==> config.mk <==
export PLATFORM = sky130hd
export DESIGN_NAME = h_mul16_seq_flat
export DESIGN_NICKNAME = d
export VERILOG_FILES = /design/src/rtl/h_mul16_seq_if.sv /design/src/rtl/h_mul16_seq.sv /design/src/flat_wrapper.sv
export SDC_FILE = /design/constraint.sdc
export NUM_CORES = 1
export LEC_CHECK = 0
export CAP_MARGIN = 5
export CORE_MARGIN = 5
export CORE_UTILIZATION = 30
export DETAILED_ROUTE_END_ITERATION = 7
export PLACE_DENSITY_LB_ADDON = 0.1
export SETUP_SLACK_MARGIN = 0.2
export SKIP_CTS_REPAIR_TIMING = 1
export SLEW_MARGIN = 20
export SYNTH_ARGS = -nofsm -noshare
export SYNTH_HDL_FRONTEND = slang
export SYNTH_HIERARCHICAL = 1
export SYNTH_SLANG_ARGS = --single-unit
==> constraint.sdc <==
create_clock -name clk -period 4.1 [get_ports clk]
set_input_delay 0.41 -clock clk [delete_from_list [all_inputs] [get_ports clk]]
set_output_delay 0.41 -clock clk [all_outputs]
set_load 0.02 [all_outputs]
==> src/rtl/h_mul16_seq_if.sv <==
// Start/busy/done handshake and operand/result bus for the sequential 16x16 multiplier.
interface h_mul16_seq_if;
    logic        start;
    logic [15:0] a;
    logic [15:0] b;
    logic        busy;
    logic        done;
    logic [31:0] product;
    logic        overflow;

    // Requester side: issues start with operands, observes status and result
    modport master (
        output start, a, b,
        input  busy, done, product, overflow
    );

    // Multiplier side
    modport slave (
        input  start, a, b,
        output busy, done, product, overflow
    );
endinterface

==> src/rtl/h_mul16_seq.sv <==
// Sequential 16x16 unsigned shift-add multiplier.
// Each RUN step gates the shifted multiplicand with the current multiplier LSB
// through two 16-bit AND arrays (low/high halves of the 32-bit partial product)
// and accumulates. Optional early exit once the remaining multiplier bits are zero.

// 16-bit bitwise AND gate array
module hAnd16 (
    input  logic [15:0] a,
    input  logic [15:0] b,
    output logic [15:0] y
);
    genvar gi;
    generate
        for (gi = 0; gi < 16; gi++) begin : g_bit
            assign y[gi] = a[gi] & b[gi];
        end
    endgenerate
endmodule

module h_mul16_seq #(
    parameter int EARLY_EXIT = 0
) (
    input  logic          clk,
    input  logic          rst_n,
    h_mul16_seq_if.slave  bus
);
    typedef enum logic [1:0] {
        S_IDLE = 2'd0,
        S_RUN  = 2'd1,
        S_DONE = 2'd2
    } state_t;

    localparam bit EE = (EARLY_EXIT != 0);

    state_t      state_q,    state_d;
    logic [31:0] a_sh_q,     a_sh_d;
    logic [15:0] b_sh_q,     b_sh_d;
    logic [31:0] acc_q,      acc_d;
    logic [3:0]  cnt_q,      cnt_d;
    logic [31:0] product_q,  product_d;
    logic        overflow_q, overflow_d;

    logic [15:0] bit_rep;
    logic [31:0] pp;
    logic [31:0] acc_sum;
    logic        last_step;

    // Current multiplier bit replicated across a half-word
    assign bit_rep = {16{b_sh_q[0]}};

    hAnd16 u_and_lo (
        .a (a_sh_q[15:0]),
        .b (bit_rep),
        .y (pp[15:0])
    );

    hAnd16 u_and_hi (
        .a (a_sh_q[31:16]),
        .b (bit_rep),
        .y (pp[31:16])
    );

    // 16x16 product fits in 32 bits, so this sum never wraps
    assign acc_sum   = acc_q + pp;
    // b_sh_q[15:1] is what the multiplier register holds after this step
    assign last_step = (cnt_q == 4'd15) || (EE && (b_sh_q[15:1] == 15'd0));

    // Next-state and datapath updates for the accept/step/complete sequence
    always_comb begin
        state_d    = state_q;
        a_sh_d     = a_sh_q;
        b_sh_d     = b_sh_q;
        acc_d      = acc_q;
        cnt_d      = cnt_q;
        product_d  = product_q;
        overflow_d = overflow_q;
        case (state_q)
            S_IDLE: begin
                if (bus.start) begin
                    a_sh_d  = {16'h0000, bus.a};
                    b_sh_d  = bus.b;
                    acc_d   = 32'h0;
                    cnt_d   = 4'd0;
                    state_d = S_RUN;
                end
            end
            S_RUN: begin
                acc_d  = acc_sum;
                a_sh_d = a_sh_q << 1;
                b_sh_d = b_sh_q >> 1;
                cnt_d  = cnt_q + 4'd1;
                if (last_step) begin
                    state_d    = S_DONE;
                    product_d  = acc_sum;
                    overflow_d = (acc_sum[31:16] != 16'h0000);
                end
            end
            S_DONE: begin
                state_d = S_IDLE;
            end
            default: begin
                state_d = S_IDLE;
            end
        endcase
    end

    // State and datapath registers; reset aborts any operation in flight
    always_ff @(posedge clk or negedge rst_n) begin
        if (!rst_n) begin
            state_q    <= S_IDLE;
            a_sh_q     <= 32'h0;
            b_sh_q     <= 16'h0;
            acc_q      <= 32'h0;
            cnt_q      <= 4'd0;
            product_q  <= 32'h0;
            overflow_q <= 1'b0;
        end else begin
            state_q    <= state_d;
            a_sh_q     <= a_sh_d;
            b_sh_q     <= b_sh_d;
            acc_q      <= acc_d;
            cnt_q      <= cnt_d;
            product_q  <= product_d;
            overflow_q <= overflow_d;
        end
    end

    assign bus.busy     = (state_q == S_RUN) || (state_q == S_DONE);
    assign bus.done     = (state_q == S_DONE);
    assign bus.product  = product_q;
    assign bus.overflow = overflow_q;
endmodule

==> src/flat_wrapper.sv <==
// flat-port wrapper written by rule: the top's interface ports become plain ports
module h_mul16_seq_flat 
#(
    parameter int EARLY_EXIT = 0
)
  (clk, rst_n, bus_start, bus_a, bus_b, bus_busy, bus_done, bus_product, bus_overflow);
  h_mul16_seq_if bus_i ();
  input  logic clk;
  input  logic rst_n;
  input wire logic [$bits(bus_i.start)-1:0] bus_start;
  input wire logic [$bits(bus_i.a)-1:0] bus_a;
  input wire logic [$bits(bus_i.b)-1:0] bus_b;
  output wire logic [$bits(bus_i.busy)-1:0] bus_busy;
  output wire logic [$bits(bus_i.done)-1:0] bus_done;
  output wire logic [$bits(bus_i.product)-1:0] bus_product;
  output wire logic [$bits(bus_i.overflow)-1:0] bus_overflow;
  assign bus_i.start = bus_start;
  assign bus_i.a = bus_a;
  assign bus_i.b = bus_b;
  assign bus_busy = bus_i.busy;
  assign bus_done = bus_i.done;
  assign bus_product = bus_i.product;
  assign bus_overflow = bus_i.overflow;
  h_mul16_seq #(.EARLY_EXIT(EARLY_EXIT)) u_core (.clk(clk), .rst_n(rst_n), .bus(bus_i));
endmodule
==> reports/results.txt <==
Tcrit/Tclk final: 89.97%
net switching fraction of the power: 40.29%
post-layout min period: 3.689 ns
Die ar.: 25730 sq um
final core occ: 37.60%
leading area contributor after synthesis: dfrtp_1
layout net count: 859
Worst Tran Pin Value: 0.9857 ns
CP startpoint kind: register
P_int: 0.003338 W
post-synthesis async set-or-reset flop share: 100.0%
grt peak-use layer: met2
PortBufs: 69
Final Hold Fails: 0
worst setup path startpoint: u_core/b_sh_q[0]
CTS H-Tree Depth: 4
Max Fclk: 271.1 MHz
pwr dens: 662.8 nW/um^2
number of synthesized flops with an enable pin: 0
area fraction of the dominant cell type after synthesis: 43.89%
WL/cell: 17.16 microns
Mapped Nets: 801
IO Pins: 70
#FFs+latches synth: 119
Static Leak: 3.773 nW
WS Path Type: reg -> reg
core area: 22430 sq um
max-cap violations: 0
DR iter-0 viols: 258
Area after DPL: 7775 sq um
area of the multi-input gates: 3627 sq um
deepest clock path buffer count: 2
global-route wire length before repair: 30480 microns
clock sinks: 119
vias in the first global route: 5803
Worst Setup End Kind: register
num rows: 55
flop-to-flop setup slack: 0.41 ns
post-place setup slack: 0.2558 ns
synth top area cells: dfrtp_1 44%, ha_1 6.5%, o21ai_0 6.1%
initial antenna violation count: 0
TritonCTS clock tree: done
critical path endpoint: u_core/bus.overflow
fillers: 2261
fin worst setup slack: 0.4112 ns
top cells by count, synth: 119 x dfrtp_1, 87 x nand2_1, 83 x o21ai_0, 48 x a21oi_1, 38 x clkbuf_1
CTS root buf: clkbuf_16
Synth cell types: 57
Top FF cell, synth: dfrtp_1
Final Cell Area: 8434 sq um
register share of total power: 30.6%
most frequent cell after synthesis: dfrtp_1
Cells after Synth: 730
Starting Density: 30.25%
die width: 160.4 microns
R2R depth: 12
Reg clk slew, reported paths: 0.06 ns
Setup Skew: 0.007114 ns
n_diodes: 0
logic gate share of total power: 41.1%
Syn Std Cell Area: 6785 sq um
RSZ-0062 raised after global routing: false
share of cells above drive strength 1: 7.865%
Avg Cell Area, Syn: 9.295 sq um
total grt overflow: 0
FF/Latch Area: 2979 sq um
DP HPWL: 13430 microns
VDD IR max: 322.1 uV
yosys warns: 6
Total GRT Usage: 14.62%
Net Switching: 0.002252 W
Layout area overhead: 24.30%
vias: 5636
Worst EP arrival: 3.97 ns
CP required: 4.38 ns
Seq/Total Area, Yosys: 43.89%
DRT antenna net count: 0
Tot Pwr: 0.005590 W
critical path fanouts, max: 19
DR DRC count: 0
outcome: finished, final reports clean
Clock Power Share: 28.3%
routability cong.: 0.8275
routed wire length: 18630 microns
Reg-to-Reg End: u_core/bus.overflow
drt pass-1 iters: 5
Setup-failing EPs final: 0
largest net degree at the start of global routing: 60
Worst R2R Start: u_core/b_sh_q[0]
post-route setup TNS: 0 ns
Hold Path Class: in -> async
number of CTS-inserted buffers: 17
routed vias/inst: 5.190
Slew Limit Headroom: 34.04%
met3 usage: 3.490%
Final Max Slew Viols: 0
Die Ht: 160.4 microns
global routing usage on met1: 20.49%
clock latency on the worst-skew pair: 0.42 ns
met2 Use GR: 22.64%
-- worst min-delay path by stage --
stage	endpoint	slack [ns]	depth (start not counted)	start
6_report	u_core/a_sh_q[15]	0.06	1	rst_n
5_1_grt	u_core/acc_q[14]	0.12	1	rst_n
3_3_place_gp	u_core/bus.product[21]	0.46	2	u_core/bus.product[21]
4_1_cts	u_core/bus.product[13]	0.1	1	rst_n
2_1_floorplan	u_core/a_sh_q[0]	0.11	0	rst_n
3_5_place_dp	u_core/bus.product[30]	0.47	2	u_core/bus.product[30]
-- cell usage in the layout (no fill, tap or decap), drive strengths merged, types with 3 or more instances in the layout --
| master | instances |
|---|---|
| dfrtp | 119 |
| nand2 | 87 |
| o21ai | 83 |
| clkdlybuf4s50 | 68 |
| a21oi | 48 |
| and2 | 35 |
| ha | 35 |
| nor2 | 32 |
| o22ai | 29 |
| a22o | 27 |
| mux2i | 21 |
| clkbuf | 20 |
| inv | 19 |
| nand3 | 16 |
| a21o | 16 |
| buf | 14 |
| xnor2 | 13 |
| nor3 | 10 |
| xor2 | 10 |
| nand2b | 7 |
| nor2b | 7 |
| mux2 | 7 |
| nand4 | 6 |
| a31oi | 6 |
| o31ai | 5 |
| a311oi | 5 |
| or3 | 4 |
| and3 | 4 |
| bufinv | 3 |
| a211o | 3 |
| nor4 | 3 |
| clkinv | 3 |
-- worst max-delay path, stage by stage, from the launching register on --
cell,delay [ns]
dfrtp_2,0.50
buf_4,0.24
and2_1,0.16
ha_1,0.42
nand3_1,0.22
or4_1,0.56
o211ai_1,0.37
buf_4,0.19
o31ai_1,0.06
xor2_1,0.25
nand4_1,0.19
nor4b_4,0.28
a31oi_1,0.10
-- per-stage QoR --
step	hold WS [ns]	instances
floorplan	0.1144	730
global placement	0.4617	1052
detailed placement	0.4706	1052
CTS	0.09936	1084
global route	0.1213	1086
finish	0.06339	1086
-- logic make-up (layout without fill, tap and decap cells) --
family	Yosys count	in the layout	share of synthesized area, %
XOR/XNOR	23	23	2.969
AO/OA/AOI/OAI	249	249	23.25
multiplexers	28	28	4.260
flip-flops	119	119	43.89
buffers and inverters	57	128	3.153
adder cells (fa/ha/maj)	36	36	6.749
AND/OR/NAND/NOR	218	218	15.73
-- flip-flops by register name, indices dropped and copies added (netlist names) --
name / cells
u_core/bus.product: 32
u_core/b_sh_q: 16
u_core/cnt_q: 4
u_core/bus.overflow: 1
u_core/state_q: 2
u_core/acc_q: 32
u_core/a_sh_q: 32
-- layer usage --
layer	part of all wire, %	vias to the layer above	routed length (microns)
met5	0	-	0
met4	1.2	0	219
met3	3.8	16	703
met2	45	115	8332
met1	50	2728	9375
li1	-	2777	-
-- final cells by class --
class | instances | share of cell area (%)
multi-input cells | 554 | 43.01
flip-flops and latches | 119 | 35.32
repair buffers | 82 | 9.464
clock buffers | 20 | 5.415
well taps | 285 | 4.228
clock inverters | 12 | 1.943
inverters | 14 | 0.6231
-- power groups by stage --
stage	sequential (W)	clock [W]	combinational (W)
detailed placement	0.00173	0	0.00231
CTS	0.00171	0.00163	0.00231
floorplan	0.00166	0	0.00166
global placement	0.00172	0	0.00227
finish	0.00171	0.00158	0.00230
global route	0.00175	0.00168	0.00257
No activity file was read; power rests on OpenSTA's default activity.
